## src/rtl/pll_lock_sequencer_if.sv

```systemverilog
// PLL supervisor signal bundle: PLL lock/reset handshake plus core-domain status.
// The master modport is the sequencer; the slave modport is the PLL/observer side.
interface pll_lock_sequencer_if #(
   parameter int unsigned RETRY_W = 2,
   parameter int unsigned LOST_W  = 4
);
   logic               pll_lock;
   logic               pll_resetb;
   logic               core_reset;
   logic               locked;
   logic               fail;
   logic [RETRY_W-1:0] retry_count;
   logic [LOST_W-1:0]  lost_count;

   modport master (
      input  pll_lock,
      output pll_resetb, core_reset, locked, fail, retry_count, lost_count
   );

   modport slave (
      output pll_lock,
      input  pll_resetb, core_reset, locked, fail, retry_count, lost_count
   );
endinterface

```

## src/rtl/pll_lock_sequencer.sv

```systemverilog
// Reset/lock supervisor for the PLL: pulses RESETB, waits for a stable lock with
// timeout and bounded retries, then releases the core reset; re-sequences on lock loss.
module pll_lock_sequencer #(
   parameter int unsigned PLL_RST_CYCLES = 21,
   parameter int unsigned LOCK_TIMEOUT   = 2100,
   parameter int unsigned LOCK_STABLE    = 210,
   parameter int unsigned MAX_RETRIES    = 3,
   parameter int unsigned LOST_W         = 4
) (
   input logic clk,
   input logic reset,
   pll_lock_sequencer_if.master pll
);
   localparam int unsigned RETRY_W = (MAX_RETRIES > 0) ? $clog2(MAX_RETRIES + 1) : 1;
   localparam int unsigned MAX_AB  = (PLL_RST_CYCLES > LOCK_TIMEOUT) ? PLL_RST_CYCLES : LOCK_TIMEOUT;
   localparam int unsigned CNT_MAX = (MAX_AB > LOCK_STABLE) ? MAX_AB : LOCK_STABLE;
   localparam int unsigned CNT_W   = $clog2(CNT_MAX);

   typedef enum logic [2:0] {
      S_HOLD,
      S_WAIT_LOCK,
      S_STABLE,
      S_RUN,
      S_FAIL
   } state_t;

   state_t             state_q, state_n;
   logic [1:0]         sync_q;
   logic [CNT_W-1:0]   cnt_q, cnt_n;
   logic [RETRY_W-1:0] retry_q, retry_n;
   logic [LOST_W-1:0]  lost_q, lost_n;
   logic               pll_resetb_q, pll_resetb_n;
   logic               core_reset_q, core_reset_n;
   logic               locked_q, locked_n;
   logic               fail_q, fail_n;
   logic               lock_s;

   assign lock_s = sync_q[1];

   // State, counters, synchroniser and registered outputs.
   always_ff @(posedge clk) begin
      if (reset) begin
         state_q      <= S_HOLD;
         sync_q       <= '0;
         cnt_q        <= '0;
         retry_q      <= '0;
         lost_q       <= '0;
         pll_resetb_q <= 1'b0;
         core_reset_q <= 1'b1;
         locked_q     <= 1'b0;
         fail_q       <= 1'b0;
      end else begin
         state_q      <= state_n;
         sync_q       <= {sync_q[0], pll.pll_lock};
         cnt_q        <= cnt_n;
         retry_q      <= retry_n;
         lost_q       <= lost_n;
         pll_resetb_q <= pll_resetb_n;
         core_reset_q <= core_reset_n;
         locked_q     <= locked_n;
         fail_q       <= fail_n;
      end
   end

   // Next-state logic; outputs are decoded from the next state so they move with it.
   always_comb begin
      state_n = state_q;
      retry_n = retry_q;
      lost_n  = lost_q;
      cnt_n   = cnt_q;

      case (state_q)
         S_HOLD: begin
            if (cnt_q == CNT_W'(PLL_RST_CYCLES - 1)) state_n = S_WAIT_LOCK;
         end
         S_WAIT_LOCK: begin
            // A lock arriving on the timeout cycle takes priority over the retry.
            if (lock_s) begin
               state_n = S_STABLE;
            end else if (cnt_q == CNT_W'(LOCK_TIMEOUT - 1)) begin
               if (retry_q == RETRY_W'(MAX_RETRIES)) begin
                  state_n = S_FAIL;
               end else begin
                  retry_n = retry_q + RETRY_W'(1);
                  state_n = S_HOLD;
               end
            end
         end
         S_STABLE: begin
            if (!lock_s) state_n = S_WAIT_LOCK;
            else if (cnt_q == CNT_W'(LOCK_STABLE - 1)) state_n = S_RUN;
         end
         S_RUN: begin
            if (!lock_s) begin
               state_n = S_HOLD;
               if (lost_q != '1) lost_n = lost_q + LOST_W'(1);
            end
         end
         S_FAIL: begin
            state_n = S_FAIL;
         end
         default: begin
            state_n = S_HOLD;
         end
      endcase

      if (state_n == S_RUN && state_q != S_RUN) retry_n = '0;

      if (state_n != state_q) cnt_n = '0;
      else if (state_q inside {S_HOLD, S_WAIT_LOCK, S_STABLE}) cnt_n = cnt_q + CNT_W'(1);

      pll_resetb_n = !(state_n inside {S_HOLD, S_FAIL});
      core_reset_n = (state_n != S_RUN);
      locked_n     = (state_n == S_RUN);
      fail_n       = (state_n == S_FAIL);
   end

   assign pll.pll_resetb  = pll_resetb_q;
   assign pll.core_reset  = core_reset_q;
   assign pll.locked      = locked_q;
   assign pll.fail        = fail_q;
   assign pll.retry_count = retry_q;
   assign pll.lost_count  = lost_q;
endmodule

```

## src/flat_wrapper.sv

```systemverilog
// flat-port wrapper written by rule: the top's interface ports become plain ports
module pll_lock_sequencer_flat 
#(
   parameter int unsigned PLL_RST_CYCLES = 21,
   parameter int unsigned LOCK_TIMEOUT   = 2100,
   parameter int unsigned LOCK_STABLE    = 210,
   parameter int unsigned MAX_RETRIES    = 3,
   parameter int unsigned LOST_W         = 4
)
  (clk, reset, pll_pll_lock, pll_pll_resetb, pll_core_reset, pll_locked, pll_fail, pll_retry_count, pll_lost_count);
  pll_lock_sequencer_if #(.RETRY_W(($clog2((2) + 1))), .LOST_W(LOST_W)) pll_i ();
  input logic clk;
  input logic reset;
  input wire logic [$bits(pll_i.pll_lock)-1:0] pll_pll_lock;
  output wire logic [$bits(pll_i.pll_resetb)-1:0] pll_pll_resetb;
  output wire logic [$bits(pll_i.core_reset)-1:0] pll_core_reset;
  output wire logic [$bits(pll_i.locked)-1:0] pll_locked;
  output wire logic [$bits(pll_i.fail)-1:0] pll_fail;
  output wire logic [$bits(pll_i.retry_count)-1:0] pll_retry_count;
  output wire logic [$bits(pll_i.lost_count)-1:0] pll_lost_count;
  assign pll_i.pll_lock = pll_pll_lock;
  assign pll_pll_resetb = pll_i.pll_resetb;
  assign pll_core_reset = pll_i.core_reset;
  assign pll_locked = pll_i.locked;
  assign pll_fail = pll_i.fail;
  assign pll_retry_count = pll_i.retry_count;
  assign pll_lost_count = pll_i.lost_count;
  pll_lock_sequencer #(.PLL_RST_CYCLES(PLL_RST_CYCLES), .LOCK_TIMEOUT(LOCK_TIMEOUT), .LOCK_STABLE(LOCK_STABLE), .MAX_RETRIES(MAX_RETRIES), .LOST_W(LOST_W)) u_core (.clk(clk), .reset(reset), .pll(pll_i));
endmodule
```

## config.mk

```make
export PLATFORM = sky130hd
export DESIGN_NAME = pll_lock_sequencer_flat
export DESIGN_NICKNAME = d
export VERILOG_FILES = /design/src/rtl/pll_lock_sequencer_if.sv /design/src/rtl/pll_lock_sequencer.sv /design/src/flat_wrapper.sv
export SDC_FILE = /design/constraint.sdc
export NUM_CORES = 1
export LEC_CHECK = 0
export ABC_AREA = 1
export ABC_CLOCK_PERIOD_IN_PS = 2200
export CAP_MARGIN = 10
export CORE_MARGIN = 2
export CORE_UTILIZATION = 56
export DETAILED_ROUTE_END_ITERATION = 16
export PLACE_DENSITY = 0.82
export SYNTH_ARGS = -nofsm -noshare
export SYNTH_HDL_FRONTEND = slang
export SYNTH_SLANG_ARGS = --single-unit
```

## constraint.sdc

```tcl
create_clock -name clk -period 2.2 [get_ports clk]
set_input_delay 0.33 -clock clk [delete_from_list [all_inputs] [get_ports clk]]
set_output_delay 0.33 -clock clk [all_outputs]
set_load 0.02 [all_outputs]
```

### Word level (Yosys, flattened, before mapping)

Cells that the tools add are included.

* flip-flop bits (word level): 27
* bits of input ports: 3
* output and inout port bits: 10

* add/subtract/negate cells: 3
* eq/ne operators: 14
* mux-type cells: 8
* bitwise operators: 2
* reduce and logical (&&, ||, !) cells: 10

Operator list (number)
* $mux W3: 7
* $pmux W3 S5: 1
* $add A12 B1 Y12 const B: 1
* $eq A12 B12 Y1 const B: 1
* $eq A12 B5 Y1 const B: 1
* $eq A12 B8 Y1 const B: 1
* $eq A3 B2 Y1 const B: 3
* $eq A3 B3 Y1 const B: 2
* $logic_not A3 Y1: 2
* $ne A3 B2 Y1 const B: 2
* $add A4 B1 Y4 const B: 1
* $ne A4 B4 Y1 const B: 1
* $reduce_and A4 Y1: 1
* $reduce_or A2 Y1: 2
* $eq A3 B1 Y1 const B: 1
* $ne A3 B3 Y1: 1
* $reduce_and A3 Y1: 1
* $reduce_bool A3 Y1: 1
* $add A2 B1 Y2 const B: 1
* $eq A2 B2 Y1 const B: 1
* $not A1 Y1: 2
* $reduce_bool A2 Y1: 1
* $logic_and A1 B1 Y1: 1
* $logic_not A1 Y1: 1

### Logic depth before layout (Yosys ltp)

* depth in word-level cells: 8
* depth in mapped cells: 13

### Least setup slack after synthesis

Ideal clock, no wire load.

* kind: register to register
* from: reg u_core.cnt_q[0]
* to: reg u_core.cnt_q[6]
* arrival: 1.449 ns
* slack: 0.635 ns
* stages on the path, launching flop included: 12
* path buffers: 1
* path through: dfxtp_1 -> ha_1 -> nand3_1 -> inv_1 -> nand3_1 -> nand2_1 -> nand3_2 -> nand2_2 -> clkinv_1 -> nand3_2 -> buf_6 -> nor2_2

* longest elaborated chain between the ends: 6
* elaborated cells between the ends (all ways): 12

RTL lines
* from (decl): line pll_lock_sequencer.sv:29 `logic [CNT_W-1:0] cnt_q, cnt_n;`
* from (signal assigned): line pll_lock_sequencer.sv:55 `cnt_q <= cnt_n;`
* $eq A12 B8 Y1 or $eq A12 B12 Y1 (tied branches): line pll_lock_sequencer.sv:91, pll_lock_sequencer.sv:80
* $mux W3, on equally long branches: line pll_lock_sequencer.sv:91, pll_lock_sequencer.sv:80
* $mux W3, on equally long branches: line pll_lock_sequencer.sv:90, pll_lock_sequencer.sv:78
* $pmux W3 S5: line pll_lock_sequencer.sv:72 `case (state_q)`
* $ne A3 B3 Y1: line pll_lock_sequencer.sv:109 `if (state_n != state_q) cnt_n = '0;`
* $reduce_or A2 Y1 (no line)

Several ways; a longest one is shown, not always the timed one.
A chain may end at the register's enable or synchronous reset.

### Worst setup path in the final report

* from: reg u_core.cnt_q[0]
* to: reg u_core.cnt_q[0]

Same word-level chain as after synthesis.

==> out/summary.md <==
The flow ran to the end, and the final reports show no timing, DRC or antenna violations. The root buffer cell chosen for the clock tree is sky130_fd_sc_hd__clkbuf_4. The first routing iteration left 37 violations. Effective utilization at floorplan: 0.601.

The tools report the combined area of the multi-input logic cells as 797 um^2. The clock latency at the later pin of the worst-skew pair was 0.32 ns. The switching part of the total power is 0.236. In this run the most used layer during global routing was met2. The fraction of layout cells with a size suffix above 1 is 0.186. Once the clock tree was built, the setup fixing pass inserted 0 buffers. The share of synthesized cell area in full adder, half adder and majority cells works out to 0.0413.

TritonCTS built the clock tree. For the combinational fraction of design power, the log shows 0.067. sky130_fd_sc_hd__dfxtp_1 takes more of the synthesized area than any other cell. The most critical setup path has its startpoint at u_core.cnt_q[0]. The tools report the met2 layer usage reported by global route as 0.323.

No sink is reached through more buffers than the 2 on the longest clock path. The area of the die came out at 3140 um^2. After filler insertion, the fill cell instance count of the layout stands at 227. The register area was 541 um^2. Counting every instance in the synthesized netlist gives 215. Summed over all failing endpoints, the final setup total negative slack is 0 ns. The run gives 768 uW as the total chip power. The number of failing hold endpoints at the final stage was 0. The leading cell type by number of instances after synthesis is sky130_fd_sc_hd__inv_1. The maximum cell stage delay along the critical path was 0.44 ns.

The sequential cell area fraction in the yosys report came out at 0.357. The dominant register cell in the synthesized netlist is sky130_fd_sc_hd__dfxtp_1. The via density per instance was 4.93. Main combinational cell family by area after synthesis: simple AND/OR/NAND/NOR gates.

Summed over all cells, the static leakage comes to 0.696 nW. The count of non-filler cells in the finished layout was 261. After detailed routing, the number of remaining DRC violations is 0.

For the worst setup path, the data required time is 2.46 ns. The run gives 0 as the initial antenna violation count. The final layout contains 240 nets.

Synthesis instantiated 23 different standard cells from the library. The logs give 0.534 GHz for the timing-limited maximum frequency and 0 for the number of max-slew violations in the final report. The routability congestion estimate was 0.829; the clock power share was 0.277. Setup repair after global routing left no endpoint under its margin.

The initialized floorplan defines 18 standard-cell rows. The logs give 0.672 for the utilization of the core after routing and 2650 um for the sum of routed wire length over all layers. The run gives 2520 um^2 as the area of the core. For the worst setup path, the data arrival time is 2.13 ns.

For the pin with the worst max-slew slack, the measured transition is 0.388 ns. The vertical extent of the die was 56.0 um; the post-synthesis compound-gate area fraction was 0.0619. The post-synthesis cell area came out at 1520 um^2. The total buffers and inverters traversed by the critical path works out to 1. The fraction of the cycle the final worst path needs works out to 0.851. The number of buffers created by CTS was 3. The layout-stage area growth over the synthesis result was 11.9%. The critical path is of the reg2reg type. Number of instances resized during post-cts repair: 0. The logs give 0.741 for the relative slew slack and 0 for the total setup violations reported at the end of the flow. The cell type group with the largest total delay on the critical path was simple AND/OR/NAND/NOR gates. Global routing finished with a remaining overflow of 0. The startpoint identified for the worst register-to-register timing path is u_core.cnt_q[0]. The logs give 0.00893 ns for the final clock skew and 0 for the remaining antenna violation count. The via count of the first global-routing pass is 1,179, and the number of iterations in the first detailed-routing pass is 7.

The post-synthesis simple-gate area fraction was 0.371; the average footprint of a synthesized cell was 7.05 um^2. The total routing usage reported by global routing came out at 0.181. The routed length per instance works out to 10.1 um.

The top-area cell type share of the netlist area works out to 0.357. The number of nets handed over by synthesis was 223. The fraction of synthesis flops using an asynchronous set or reset pin was 0. Buffers inserted to repair hold after CTS numbered 0.

The share of synthesized area spent on multiplexers works out to 0. By area the synthesized netlist is led by sky130_fd_sc_hd__dfxtp_1, sky130_fd_sc_hd__inv_1, sky130_fd_sc_hd__nand2_1, sky130_fd_sc_hd__nor2_2, sky130_fd_sc_hd__nor2_1. Entering global routing, the biggest net connects 15 pins. The logs give 0 for the antenna diode count and 4640 um for the global-route wire length before repair. The routing usage on met1 is 0.213, and the flop and latch count out of synthesis is 27.

The category of the worst setup path capture point was a flip-flop. Among all stages on the critical path, the largest delay is contributed by sky130_fd_sc_hd__dfxtp_1. The tools report the start point of the worst hold path as u_core.sync_q[0].

The worst-case IR drop observed on VDD is 513 uV. The run gives 257 as the number of cells after detailed placement. Across the run, the number of max-cap violations was 0. The xor-xnor portion of the synthesized cell area came out at 0.0520.

The count of flip-flops with a built-in enable after synthesis came out at 0. In the synthesized netlist, the cells that appear most often are sky130_fd_sc_hd__inv_1, sky130_fd_sc_hd__nand2_1, sky130_fd_sc_hd__dfxtp_1. Dividing total power by cell area gives a power density of 453 nW/um^2.

After clock tree synthesis, the clock-pin slew on the worst setup and hold paths is 0.13 ns. Port buffering added 12 buffers. Walking the worst path, the cells encountered are ha_1 > nand3_1 > inv_1 > nand3_1 > nand2_1 > nand3_2 > nand2_1 > nand3_2 > nor2_2.

The tree built by TritonCTS fans out to 27 sinks. The die span in x is 56.0 um. The worst setup path is launched from a flip-flop.

For the overall via count from detail_route, the log shows 1,286. After legalization and detailed placement, the total HPWL measured 2080 um. Cell internal power was estimated by the tool at 587 uW. The worst hold-check path type was reg2reg. The smallest clock period supported by the final layout is computed as 1.87 ns. Yosys printed 0 warnings. The global-route track usage on met3 is 0.0465, and the reported net switching power is 181 uW. The highest fanout seen on the critical path is 12. In this run the count of I/O pins placed on the die edge is 13. H-tree depth: 1. The tools report the sequential cell fraction of total power as 0.655.
-- cell families after synthesis --
group | after synthesis
buffers and inverters | 45
DFF | 27
and+or+nand+nor | 111
xor gates and xnor gates | 9
AOI/OAI and AO/OA | 18
adders and majority gates | 5
-- layout by cell type, fill, tap and decap left out --
master / count
sky130_fd_sc_hd__a21boi_1: 1
sky130_fd_sc_hd__a21oi_1: 9
sky130_fd_sc_hd__buf_4: 1
sky130_fd_sc_hd__clkbuf_1: 1
sky130_fd_sc_hd__clkbuf_4: 3
sky130_fd_sc_hd__clkdlybuf4s50_1: 12
sky130_fd_sc_hd__clkinv_1: 1
sky130_fd_sc_hd__clkinv_2: 1
sky130_fd_sc_hd__dfxtp_1: 27
sky130_fd_sc_hd__ha_1: 5
sky130_fd_sc_hd__inv_1: 36
sky130_fd_sc_hd__inv_2: 6
sky130_fd_sc_hd__nand2_1: 34
sky130_fd_sc_hd__nand2_2: 6
sky130_fd_sc_hd__nand2_4: 1
sky130_fd_sc_hd__nand3_1: 12
sky130_fd_sc_hd__nand3_2: 5
sky130_fd_sc_hd__nand4_1: 3
sky130_fd_sc_hd__nor2_1: 26
sky130_fd_sc_hd__nor2_2: 17
sky130_fd_sc_hd__nor2_4: 2
sky130_fd_sc_hd__nor3_1: 4
sky130_fd_sc_hd__nor3_2: 1
sky130_fd_sc_hd__o21ai_0: 7
sky130_fd_sc_hd__o22ai_1: 1
sky130_fd_sc_hd__xor2_1: 9
-- cell type report --
| class | count | share of cell area |
|---|---|---|
| multi-input cells | 143 | 0.470 |
| repair buffers | 13 | 0.0753 |
| clock buffers | 4 | 0.0155 |
| inverters | 44 | 0.0982 |
| flip-flops and latches | 27 | 0.319 |
| well taps | 30 | 0.0221 |
-- sequential cells by signal, summed over array words and instances, names as in the netlist --
name,count
u_core.cnt_q,12
u_core.pll.core_reset,1
u_core.pll.fail,1
u_core.pll.locked,1
u_core.pll.lost_count,4
u_core.pll.pll_resetb,1
u_core.pll.retry_count,2
u_core.state_q,3
u_core.sync_q,2
-- layer usage --
metal / share of wire / up-vias
met1: 0.47 / 573
li1: - / 684
met2: 0.46 / 25
met3: 0.051 / 4
met4: 0.012 / 0
met5: 0 / -
-- path summary, 6_finish.rpt --
check	slack (ns)	end	cells after the start
setup / recovery	0.33	u_core.cnt_q[0]	9
hold / removal	0.41	u_core.sync_q[1]	2
setup reg to reg	0.33	u_core.cnt_q[0]	9
hold reg to reg	0.41	u_core.sync_q[1]	2
-- stage by stage --
step / setup WS [ns] / area (um^2) / hold slack (ns)
final: 0.328 / 1700 / 0.411
after global routing: 0.0643 / 1700 / 0.435
after CTS: 0.307 / 1700 / 0.414
after detailed placement: 0.333 / 1670 / 0.395
after global placement: 0.379 / 1670 / 0.392
after floorplan: 0.635 / 1520 / 0.388
-- power groups by stage --
stage / clock network (mW) / registers (mW) / logic, mW
global placement: 0 / 0.513 / 0.0511
CTS: 0.223 / 0.503 / 0.0526
floorplan: 0 / 0.512 / 0.0412
finish: 0.213 / 0.503 / 0.0518
detailed placement: 0 / 0.514 / 0.0519
global route: 0.235 / 0.504 / 0.0602
-- tightest hold or removal path: cells and delay by family (launching register included) --
kind,cells,cell delay (ns)
flops,1,0.32
buf+inv,1,0.04
simple gates,1,0.03
Power figures use the tool's default switching activity.
